File: src/rtl/riscv_ifq_pkg.sv
// Shared types for the instruction fetch queue.
// No logic; state encoding and the parcel used for entries that carry no fetched data.
// Not applicable (type definitions only).
package riscv_ifq_pkg;

    typedef enum logic [1:0] {
        IFQ_IDLE  = 2'd0,
        IFQ_REQ   = 2'd1,
        IFQ_DRAIN = 2'd2
    } ifq_state_t;

    localparam logic [31:0] IFQ_NOP_PARCEL = '0;

endpackage

File: src/rtl/riscv_ifq_fifo.sv
// Parcel FIFO with two ordered write ports (port a is older than port b), one read port, clear.
// Writes land on the clock edge; head read is combinational from the read pointer.
// No internal backpressure: the caller guarantees count never exceeds DEPTH.
module riscv_ifq_fifo #(
    parameter int WIDTH = 66,
    parameter int DEPTH = 4,
    localparam int AW   = $clog2(DEPTH)
) (
    input  logic             clk,
    input  logic             rstn,
    input  logic             i_clr,
    input  logic             i_push_a,
    input  logic [WIDTH-1:0] i_push_a_dat,
    input  logic             i_push_b,
    input  logic [WIDTH-1:0] i_push_b_dat,
    input  logic             i_pop,
    output logic [WIDTH-1:0] o_head_dat,
    output logic [AW:0]      o_count,
    output logic             o_empty
);

    logic [WIDTH-1:0] r_mem [DEPTH];
    logic [AW-1:0]    r_wptr;
    logic [AW-1:0]    r_rptr;
    logic [AW:0]      r_cnt;
    logic [AW-1:0]    w_wptr_b;

    // Port b follows port a when both write in the same cycle.
    assign w_wptr_b = r_wptr + AW'(i_push_a);

    always_ff @(posedge clk) begin
        if (i_push_a) r_mem[r_wptr]   <= i_push_a_dat;
        if (i_push_b) r_mem[w_wptr_b] <= i_push_b_dat;
    end

    always_ff @(posedge clk or negedge rstn) begin
        if (!rstn) begin
            r_wptr <= '0;
            r_rptr <= '0;
            r_cnt  <= '0;
        end else if (i_clr) begin
            r_wptr <= '0;
            r_rptr <= '0;
            r_cnt  <= '0;
        end else begin
            r_wptr <= r_wptr + AW'(i_push_a) + AW'(i_push_b);
            r_rptr <= r_rptr + AW'(i_pop);
            r_cnt  <= r_cnt + (AW+1)'(i_push_a) + (AW+1)'(i_push_b) - (AW+1)'(i_pop);
        end
    end

    assign o_head_dat = r_mem[r_rptr];
    assign o_count    = r_cnt;
    assign o_empty    = (r_cnt == '0);

endmodule

File: src/rtl/riscv_if_queue.sv
// Instruction fetch queue: issues single-word imem requests, buffers {pc, parcel, flags}; RV12_IFQ_BYPASS_EN adds empty-queue bypass.
// Parcel valid one cycle after imem_ack (same cycle when the bypass is enabled and the queue is empty).
// if_stall_nxt_pc when flushing, draining, waiting for ack, or no free slot after this cycle's pop.
module riscv_if_queue
    import riscv_ifq_pkg::*;
#(
    parameter int              XLEN        = 32,
    parameter int              PARCEL_SIZE = 32,
    parameter int              DEPTH       = 4,
    parameter logic [XLEN-1:0] PC_INIT     = 'h200
) (
    input  logic                       clk,
    input  logic                       rstn,
    input  logic [XLEN-1:0]            if_nxt_pc,
    output logic                       if_stall_nxt_pc,
    input  logic                       if_stall,
    input  logic                       if_flush,
    output logic [PARCEL_SIZE-1:0]     if_parcel,
    output logic [XLEN-1:0]            if_parcel_pc,
    output logic [PARCEL_SIZE/16-1:0]  if_parcel_valid,
    output logic                       if_parcel_misaligned,
    output logic                       if_parcel_page_fault,
    output logic                       imem_req,
    output logic [XLEN-1:0]            imem_adr,
    input  logic [PARCEL_SIZE-1:0]     imem_q,
    input  logic                       imem_ack,
    input  logic                       imem_err
);

    localparam int AW = $clog2(DEPTH);

    typedef struct packed {
        logic [XLEN-1:0]        pc;
        logic [PARCEL_SIZE-1:0] parcel;
        logic                   misaligned;
        logic                   fault;
    } ifq_entry_t;

    localparam int EW = $bits(ifq_entry_t);

    ifq_state_t      r_state;
    logic            r_req;
    logic [XLEN-1:0] r_adr;

    ifq_entry_t  w_head, w_rsp, w_mis, w_out;
    logic [AW:0]   w_cnt;
    logic [AW+1:0] w_occ;
    logic w_empty, w_ack_live, w_byp, w_out_vld, w_pop_any, w_pop_fifo;
    logic w_stall, w_accept, w_aligned, w_push_a, w_push_b;

    assign w_ack_live = (r_state == IFQ_REQ) & imem_ack;
    assign w_aligned  = (if_nxt_pc[1:0] == 2'b00);
    assign w_rsp      = '{pc: r_adr, parcel: imem_q, misaligned: 1'b0, fault: imem_err};
    assign w_mis      = '{pc: if_nxt_pc, parcel: PARCEL_SIZE'(IFQ_NOP_PARCEL), misaligned: 1'b1, fault: 1'b0};

`ifdef RV12_IFQ_BYPASS_EN
    assign w_byp = w_empty & w_ack_live & !if_flush;
`else
    assign w_byp = 1'b0;
`endif

    assign w_out      = w_byp ? w_rsp : w_head;
    assign w_out_vld  = w_byp | !w_empty;
    assign w_pop_any  = !if_stall & w_out_vld;
    assign w_pop_fifo = !if_stall & !w_empty & !if_flush;

    // The outstanding request already owns a slot, so it counts towards occupancy.
    assign w_occ   = {1'b0, w_cnt} + (AW+2)'(r_state == IFQ_REQ);
    assign w_stall = if_flush | (r_state == IFQ_DRAIN) | ((r_state == IFQ_REQ) & !imem_ack) |
                     ((w_occ - (AW+2)'(w_pop_any)) >= (AW+2)'(DEPTH));
    assign w_accept = !w_stall;

    assign w_push_a = w_ack_live & !if_flush & !(w_byp & !if_stall);
    assign w_push_b = w_accept & !w_aligned;

    riscv_ifq_fifo #(.WIDTH(EW), .DEPTH(DEPTH)) u_fifo (
        .clk          (clk),
        .rstn         (rstn),
        .i_clr        (if_flush),
        .i_push_a     (w_push_a),
        .i_push_a_dat (w_rsp),
        .i_push_b     (w_push_b),
        .i_push_b_dat (w_mis),
        .i_pop        (w_pop_fifo),
        .o_head_dat   (w_head),
        .o_count      (w_cnt),
        .o_empty      (w_empty)
    );

    always_ff @(posedge clk or negedge rstn) begin
        if (!rstn) begin
            r_state <= IFQ_IDLE;
            r_req   <= 1'b0;
            r_adr   <= PC_INIT;
        end else if (if_flush) begin
            if (r_state == IFQ_REQ && !imem_ack) begin
                r_state <= IFQ_DRAIN;
            end else if (imem_ack) begin
                r_state <= IFQ_IDLE;
                r_req   <= 1'b0;
            end
        end else begin
            if (r_state != IFQ_IDLE && imem_ack) begin
                r_state <= IFQ_IDLE;
                r_req   <= 1'b0;
            end
            // Accept only happens from IDLE or on the ack cycle, so it overrides the drop above.
            if (w_accept && w_aligned) begin
                r_state <= IFQ_REQ;
                r_req   <= 1'b1;
                r_adr   <= if_nxt_pc;
            end
        end
    end

    assign if_stall_nxt_pc      = w_stall;
    assign imem_req             = r_req;
    assign imem_adr             = r_adr;
    assign if_parcel_valid      = {(PARCEL_SIZE/16){w_out_vld}};
    assign if_parcel            = w_out_vld ? w_out.parcel : '0;
    assign if_parcel_pc         = w_out_vld ? w_out.pc : '0;
    assign if_parcel_misaligned = w_out_vld & w_out.misaligned;
    assign if_parcel_page_fault = w_out_vld & w_out.fault;

endmodule
File: config.mk
export PLATFORM = sky130hd
export DESIGN_NAME = riscv_if_queue
export DESIGN_NICKNAME = d
export VERILOG_FILES = /design/src/rtl/riscv_ifq_pkg.sv /design/src/rtl/riscv_ifq_fifo.sv /design/src/rtl/riscv_if_queue.sv
export SDC_FILE = /design/constraint.sdc
export NUM_CORES = 1
export LEC_CHECK = 0
export CORE_MARGIN = 1.5
export CORE_UTILIZATION = 56
export CTS_CLUSTER_DIAMETER = 30
export DETAILED_ROUTE_END_ITERATION = 12
export PLACE_DENSITY = 0.79
export SYNTH_ARGS = -nofsm -noshare
export SYNTH_HDL_FRONTEND = slang
export SYNTH_SLANG_ARGS = --single-unit
File: constraint.sdc
create_clock -name clk -period 4.4 [get_ports clk]
set_input_delay 1.32 -clock clk [delete_from_list [all_inputs] [get_ports clk]]
set_output_delay 1.32 -clock clk [all_outputs]
set_load 0.02 [all_outputs]
==> flow_summary.toml, run 1 <==
[outcome]
status = "finished, final reports clean"

[timing]
fmax_mhz = 241
setup_viol = 0
fin_crit_ns = 4.16
fin_crit_sh = 0.945
hold_viol_final = 0
whs_ns = 0.448
relSlewSlack = 0.351
tightest_slew_ns = 0.973
slew_violations = 0
rsz0062_at_grt = "false"
finalClockSkew_ns = 0.0183

[cts]
root_buffer = "clkbuf_16"
cts_hold_buf = 0
cts_buffer_depth = 3
cts_max_level = 2
cts_tree = "done"
cts_sinks = 306
clkLatencyLatePin_ns = 0.56
cts_buffers = 56
clkSlewWorstSetupHoldPaths_ns = 0.05

[placed_design]
dpl.hpwl_um = 24600
place_congestion = 0.823
port_buffers = 171

[finish]
drive_above_1_share = 0.173
layout.nets = 1714
syn2layout_area_growth_pct = 29.1
final_core_util = 0.740

[floorplanning]
die_h_um = 164
row_count = 58
fp.dieArea_mm2 = 0.0269
die_w_um = 164
ios = 172
start_util = 0.574
core_mm2 = 0.0253

[synthesis]
synth_top_area_cell = "edfxtp_1"
syn-cell-area_mm2 = 0.0145
synth.avg_cell_area_um2 = 9.90
ys_ff_latch = 306
synth_cell_types = 47
syn_inst = 1467
synth_nets = 1546
synth.top_cell.area_share = 0.265
yosysSeqAreaShare = 0.524
ys_top_cells_by_area = "edfxtp_1, dfxtp_1, nand2_1, mux4_2, dfrtp_1"
ys_warn_count = 0

[pwr]
peakVddDrop_mv = 0.851
p_per_area_mw_per_mm2 = 663
p_total_uw = 12400
leakage_uw = 0.00650

[setup_path]
crit_type = "reg2out"
required_ns = 3.08
crit_arrival_ns = 2.84
cp_slowest_cell = "dfrtp_4"
crit_path_cell_trace = "buf_4 -> mux4_2 -> nor2b_1 -> clkdlybuf4s50_1"
worstSetupEndpointType = "primary output"
cpPeakStageDelay_ns = 0.68
critical_path.max_fanout = 21
r2r_cells = 14
setup.worst_path.start_class = "flop"

[hold_path]
holdCritPathClass = "reg2reg"
min_path_cells = 1

[route]
firstDrtPassIters = 7
drt-total-wl_um = 44100
num_vias = 12700
viasPerCell = 6.28
drc = 0
wl_per_cell_um = 21.9
routed.top_layer = "met4"
wl_met3_um = 4710
drtAntennaViolNets = 0
wl_met1_um = 15700
drt-initial-drc-count = 1519
wl_met2_um = 21700

[grt]
first_global_vias = 12700
grt_use_total = 0.327
overflow = 0
grt_max_degree = 93
grt_pass1_wl_um = 67200
antenna_found_initial = 0

[flow_run]
max_cap_viol_count = 0
==> power breakdown <==
part           total (uW)  switching (uW)  internal (uW)
logic                3990            2280           1710
clock network        4380            1530           2840
registers            4060             466           3600
total               12400            4280           8150
==> cell families after synthesis <==
logic type                 Yosys count  synth area share
DFF                                306             0.524
buffers and inverters              139            0.0424
and+or+nand+nor                    632             0.193
xor gates and xnor gates             5           0.00301
adders and majority gates            9           0.00878
AOI/OAI and AO/OA                  280             0.103
muxes                               96             0.126
==> stage by stage <==
step / cell area (um2) / worst slack, ns / setup TNS (ns) / instances
after floorplan: 14500 / 0.0492 / 0 / 1467
after global placement: 16800 / -0.381 / -18.87 / 1906
after detailed placement: 16800 / -0.410 / -30.99 / 1906
after CTS: 18700 / 0.0357 / 0 / 2012
after global routing: 18800 / 0.152 / 0 / 2012
final: 18800 / 0.242 / 0 / 2013
==> worst max-delay path: cells and delay by family, from the launching register on <==
family	cells	cell delay, ns
DFF	1	0.68
muxes	1	0.52
and+or+nand+nor	1	0.18
buffers and inverters	2	0.89
==> path summary, 6_finish.rpt <==
kind / startpoint / slack (ns) / end
min in group asynchronous: rstn / 0.79 / u_fifo.o_count[2]
max in group asynchronous: rstn / 2.74 / imem_adr[9]
min reg2reg: u_fifo.r_mem[1][1] / 0.45 / u_fifo.r_mem[1][1]
min: u_fifo.r_mem[1][1] / 0.45 / u_fifo.r_mem[1][1]
max reg2reg: u_fifo.o_count[1] / 0.76 / u_fifo.r_mem[3][56]
max: u_fifo.r_rptr[1] / 0.24 / if_parcel[19]
==> state kept, by name, indices dropped and copies added, names as in the netlist <==
register,cells
u_fifo.r_mem,264
imem_req,1
u_fifo.r_wptr,2
imem_adr,32
u_fifo.o_count,3
u_fifo.r_rptr,2
r_state,2
==> placed cells by master, fill, tap and decap left out, types with 15 or more instances in the layout <==
cell | Yosys | layout
a21oi_1 | 132 | 132
buf_12 | 0 | 15
buf_4 | 11 | 52
clkbuf_16 | 0 | 57
clkdlybuf4s50_1 | 0 | 168
dfrtp_1 | 41 | 39
dfxtp_1 | 136 | 136
edfxtp_1 | 128 | 128
mux2_2 | 30 | 30
mux4_2 | 66 | 66
nand2_1 | 398 | 398
nand3_1 | 122 | 122
nor2b_1 | 68 | 68
o21ai_0 | 68 | 68
o21ai_1 | 54 | 54
==> per-layer routing <==
| metal | GRT usage | up-vias |
|---|---|---|
| li1 | - | 5499 |
| met1 | 0.398 | 6079 |
| met2 | 0.549 | 895 |
| met3 | 0.0677 | 178 |
| met4 | 0.169 | 0 |
| met5 | 0 | - |
==> area by class of cell <==
| cell class | count | area, um2 |
|---|---|---|
| flip-flops and latches | 306 | 7630 |
| repair buffers | 237 | 2390 |
| diodes | 1 | 2.50 |
| clock buffers | 65 | 1480 |
| well taps | 330 | 413 |
| multi-input cells | 1022 | 6340 |
| inverters | 12 | 45.0 |
| clock inverters | 40 | 462 |
| fillers | 1628 | 6570 |
==> cell usage after synthesis (all sizes together) <==
library cell and count:
and3 6, o32ai 2, nand2b 4, nor3b 3
inv 12, fa 2, dfstp 1, a21o 4
nand4 2, o21ai 122, nor3 3, nand2 398
mux2 30, nand3 124, a31oi 8, nand4bb 2
edfxtp 128, xnor2 3, a21oi 132, a21boi 1
and2 9, or2 1, nor2b 68, or3 1
mux4 66, buf 58, a211oi 1, o21ba 1
dfxtp 136, o21bai 2, dfrtp 41, ha 7
xor2 2, nor2 11, a211o 1, a31o 5
a2111oi 1, clkbuf 69
==> what timing repair did <==
item,in CTS,in global routing
setup buffers,1,0
gates resized for setup,4,2
pin swaps,1,2
setup endpoints to repair,1,11
Power figures use the tool's default switching activity.
==> run 2: changes to the inputs <==
- ABC_CLOCK_PERIOD_IN_PS: unset -> 4400
- CORE_UTILIZATION: 56 -> 57
- PLACE_DENSITY: 0.79 -> 0.8
- SYNTH_HIERARCHICAL: unset -> 1
==> run 2 against run 1 <==
Effect of this change:
- synthesized cell count down 42%
- synthesized area is 3.5% higher
- critical path depth rose by 5
- combinational power grew 22%
- register-to-register slack worse by 0.09 ns
- clock power grew 3%
- sequential power rose by 6.9%
- via count shrank 31%
- non-clock buffer count down 21
- fmax is 3.1% lower
- critical path type is now in2out
- highest routed layer unchanged
==> flow_summary.toml, run 2 <==
[synthesis]
syn_inst = 858
synth-edff-count = 264
ys_top_cells_by_area = "edfxtp_1, mux2_2, mux4_2, dfrtp_1, nor2b_1"
synth.avg_cell_area_um2 = 17.5
synth_top_area_cell = "edfxtp_1"
synthMuxAreaShare = 0.319
ys_warn_count = 6
synthTopCellsByCount = "mux2_2, edfxtp_1, nor2b_1"
synth_cell_types = 38
syn-cell-area_mm2 = 0.0150
yosysSeqAreaShare = 0.597
synth_xor_area_frac = 0.00399
synth_fa_ha_area_frac = 0.00849
synth_top_family_by_area = "multiplexers"
ys_ff_latch = 306
synth_compound_area_frac = 0.00574
synth_flop_cell = "edfxtp_1"
yosysMostFrequentCell = "mux2_2"
async_reset_ff_frac = 0.137
synthSimpleGateAreaFrac = 0.0401
synth.top_cell.area_share = 0.527

[route]
viasPerCell = 5.46
drt-initial-drc-count = 542
drt-total-wl_um = 33900
num_vias = 8771
wl_per_cell_um = 21.1
drtAntennaViolNets = 0
drc = 0
firstDrtPassIters = 5

[grt]
grt_use_total = 0.255
first_global_vias = 9436
grt-busiest-layer = "met2"
grt_pass1_wl_um = 51800
grt_use_met1 = 0.316
overflow = 0
antenna_found_initial = 2
met3_usage = 0.0465
grt_max_degree = 69
use_met2 = 0.453

[cts]
cts_buffers = 60
clkSlewWorstSetupHoldPaths_ns = 0.04
cts_sinks = 306
clkLatencyLatePin_ns = 0.57
cts_max_level = 2
cts_tree = "done"
cts_hold_buf = 0
cts_buffer_depth = 3
root_buffer = "clkbuf_16"

[finish]
syn2layout_area_growth_pct = 33.8
layout.nets = 1299
top_register = "u_fifo/r_mem"
final_common_cell = "mux2_2"
layout_common_cells = "mux2_2, edfxtp_1, clkdlybuf4s50_1"
drive_above_1_share = 0.403
largest_register_ffs = 264
n_fill_cell = 1512

[floorplanning]
core_mm2 = 0.0260
die_w_um = 165
fp.dieArea_mm2 = 0.0274
start_util = 0.579
die_h_um = 165
ios = 172
row_count = 59

[placed_design]
place_congestion = 0.765
port_buffers = 171
dpl.hpwl_um = 19600

[pwr]
p_per_area_mw_per_mm2 = 682
peakVddDrop_mv = 0.481
leakage_uw = 0.00722

[flow_run]
max_cap_viol_count = 0

[timing]
finalClockSkew_ns = 0.0162
setup_tns_ns = 0
setup_viol = 0
relSlewSlack = 0.401
fin_crit_ns = 4.29
rsz0062_at_grt = "false"
slew_violations = 0
tightest_slew_ns = 0.898
hold_viol_final = 0
whs_ns = 0.525
fmax_mhz = 233
fin_crit_sh = 0.975

[setup_path]
critical_path.max_fanout = 3
required_ns = 3.08
worstSetupEndpointType = "primary output"
setup.worst_path.start_class = "input port"
crit_arrival_ns = 2.97
crit_type = "in2out"

[hold_path]
holdCritPathClass = "reg2reg"

[outcome]
status = "finished, final reports clean"
run 2: kinds of logic (layout without fill, tap and decap cells):
logic type               after synthesis  in the layout
AND/OR/NAND/NOR                      100            100
buffers and inverters                 63            336
XOR/XNOR                               6              6
flip-flops                           306            306
adder cells (fa/ha/maj)                9              9
multiplexers                         360            360
other                                  2            141
AO/OA/AOI/OAI                         12             12
run 2: per-layer routing:
layer / part of all wire / vias up
li1: - / 3993
met1: 0.40 / 4451
met2: 0.52 / 279
met3: 0.056 / 48
met4: 0.019 / 0
met5: 0 / -
run 2: final timing paths:
check,from,endpoint,slack (ns),cells after the start
min,imem_req,imem_req,0.53,1
min in group asynchronous,rstn,imem_adr[12],0.83,1
max,if_stall,if_stall_nxt_pc,0.11,9
max reg2reg,u_fifo/o_count[1],u_fifo/o_count[2],0.67,16
max in group asynchronous,rstn,imem_adr[24],2.85,2
min reg2reg,imem_req,imem_req,0.53,1
run 2: stage by stage:
step | instance area, um2 | worst slack [ns] | power, uW | instances | utilization
2_1_floorplan | 15600 | 0.0334 | 7270 | 996 | -
3_3_place_gp | 18100 | -0.166 | 9070 | 1491 | 0.695
3_5_place_dp | 18100 | -0.213 | 9170 | 1491 | 0.695
4_1_cts | 20100 | 0.0626 | 13800 | 1602 | 0.774
5_1_grt | 20100 | 0.00819 | 14300 | 1604 | 0.774
6_report | 20100 | 0.108 | 13700 | 1605 | 0.775
run 2: cell type report:
class	instances	area (um2)	area share
Tap cell	335	419	0.0208
Timing Repair Buffer	216	2330	0.116
Sequential cell	306	8990	0.447
Multi-Input combinational cell	627	6320	0.314
Antenna cell	1	2.50	0.000124
Clock inverter	37	480	0.0239
Inverter	9	33.8	0.00168
Clock buffer	74	1550	0.0772
run 2: worst max-delay path: stages:
cell	delay [ns]
dlygate4sd2_1	0.24
nor2_1	0.09
ha_2	0.16
inv_1	0.03
ha_1	0.27
and4b_1	0.21
or3_4	0.35
o2111ai_4	0.12
buf_6	0.17
run 2: repair_timing:
action                     4_1_cts  5_1_grt
setup buffers                    0        2
setup endpoints to repair        1        1
gates cloned                     0        0
pin swaps                        2        0
resized for setup                5        0
run 2: power breakdown:
group | leakage (uW) | internal [uW] | switching, uW
logic | 0.00333 | 2570 | 2300
registers | 0.00292 | 3990 | 351
clock network | 0.000977 | 3120 | 1410
total | 0.00722 | 9670 | 4060
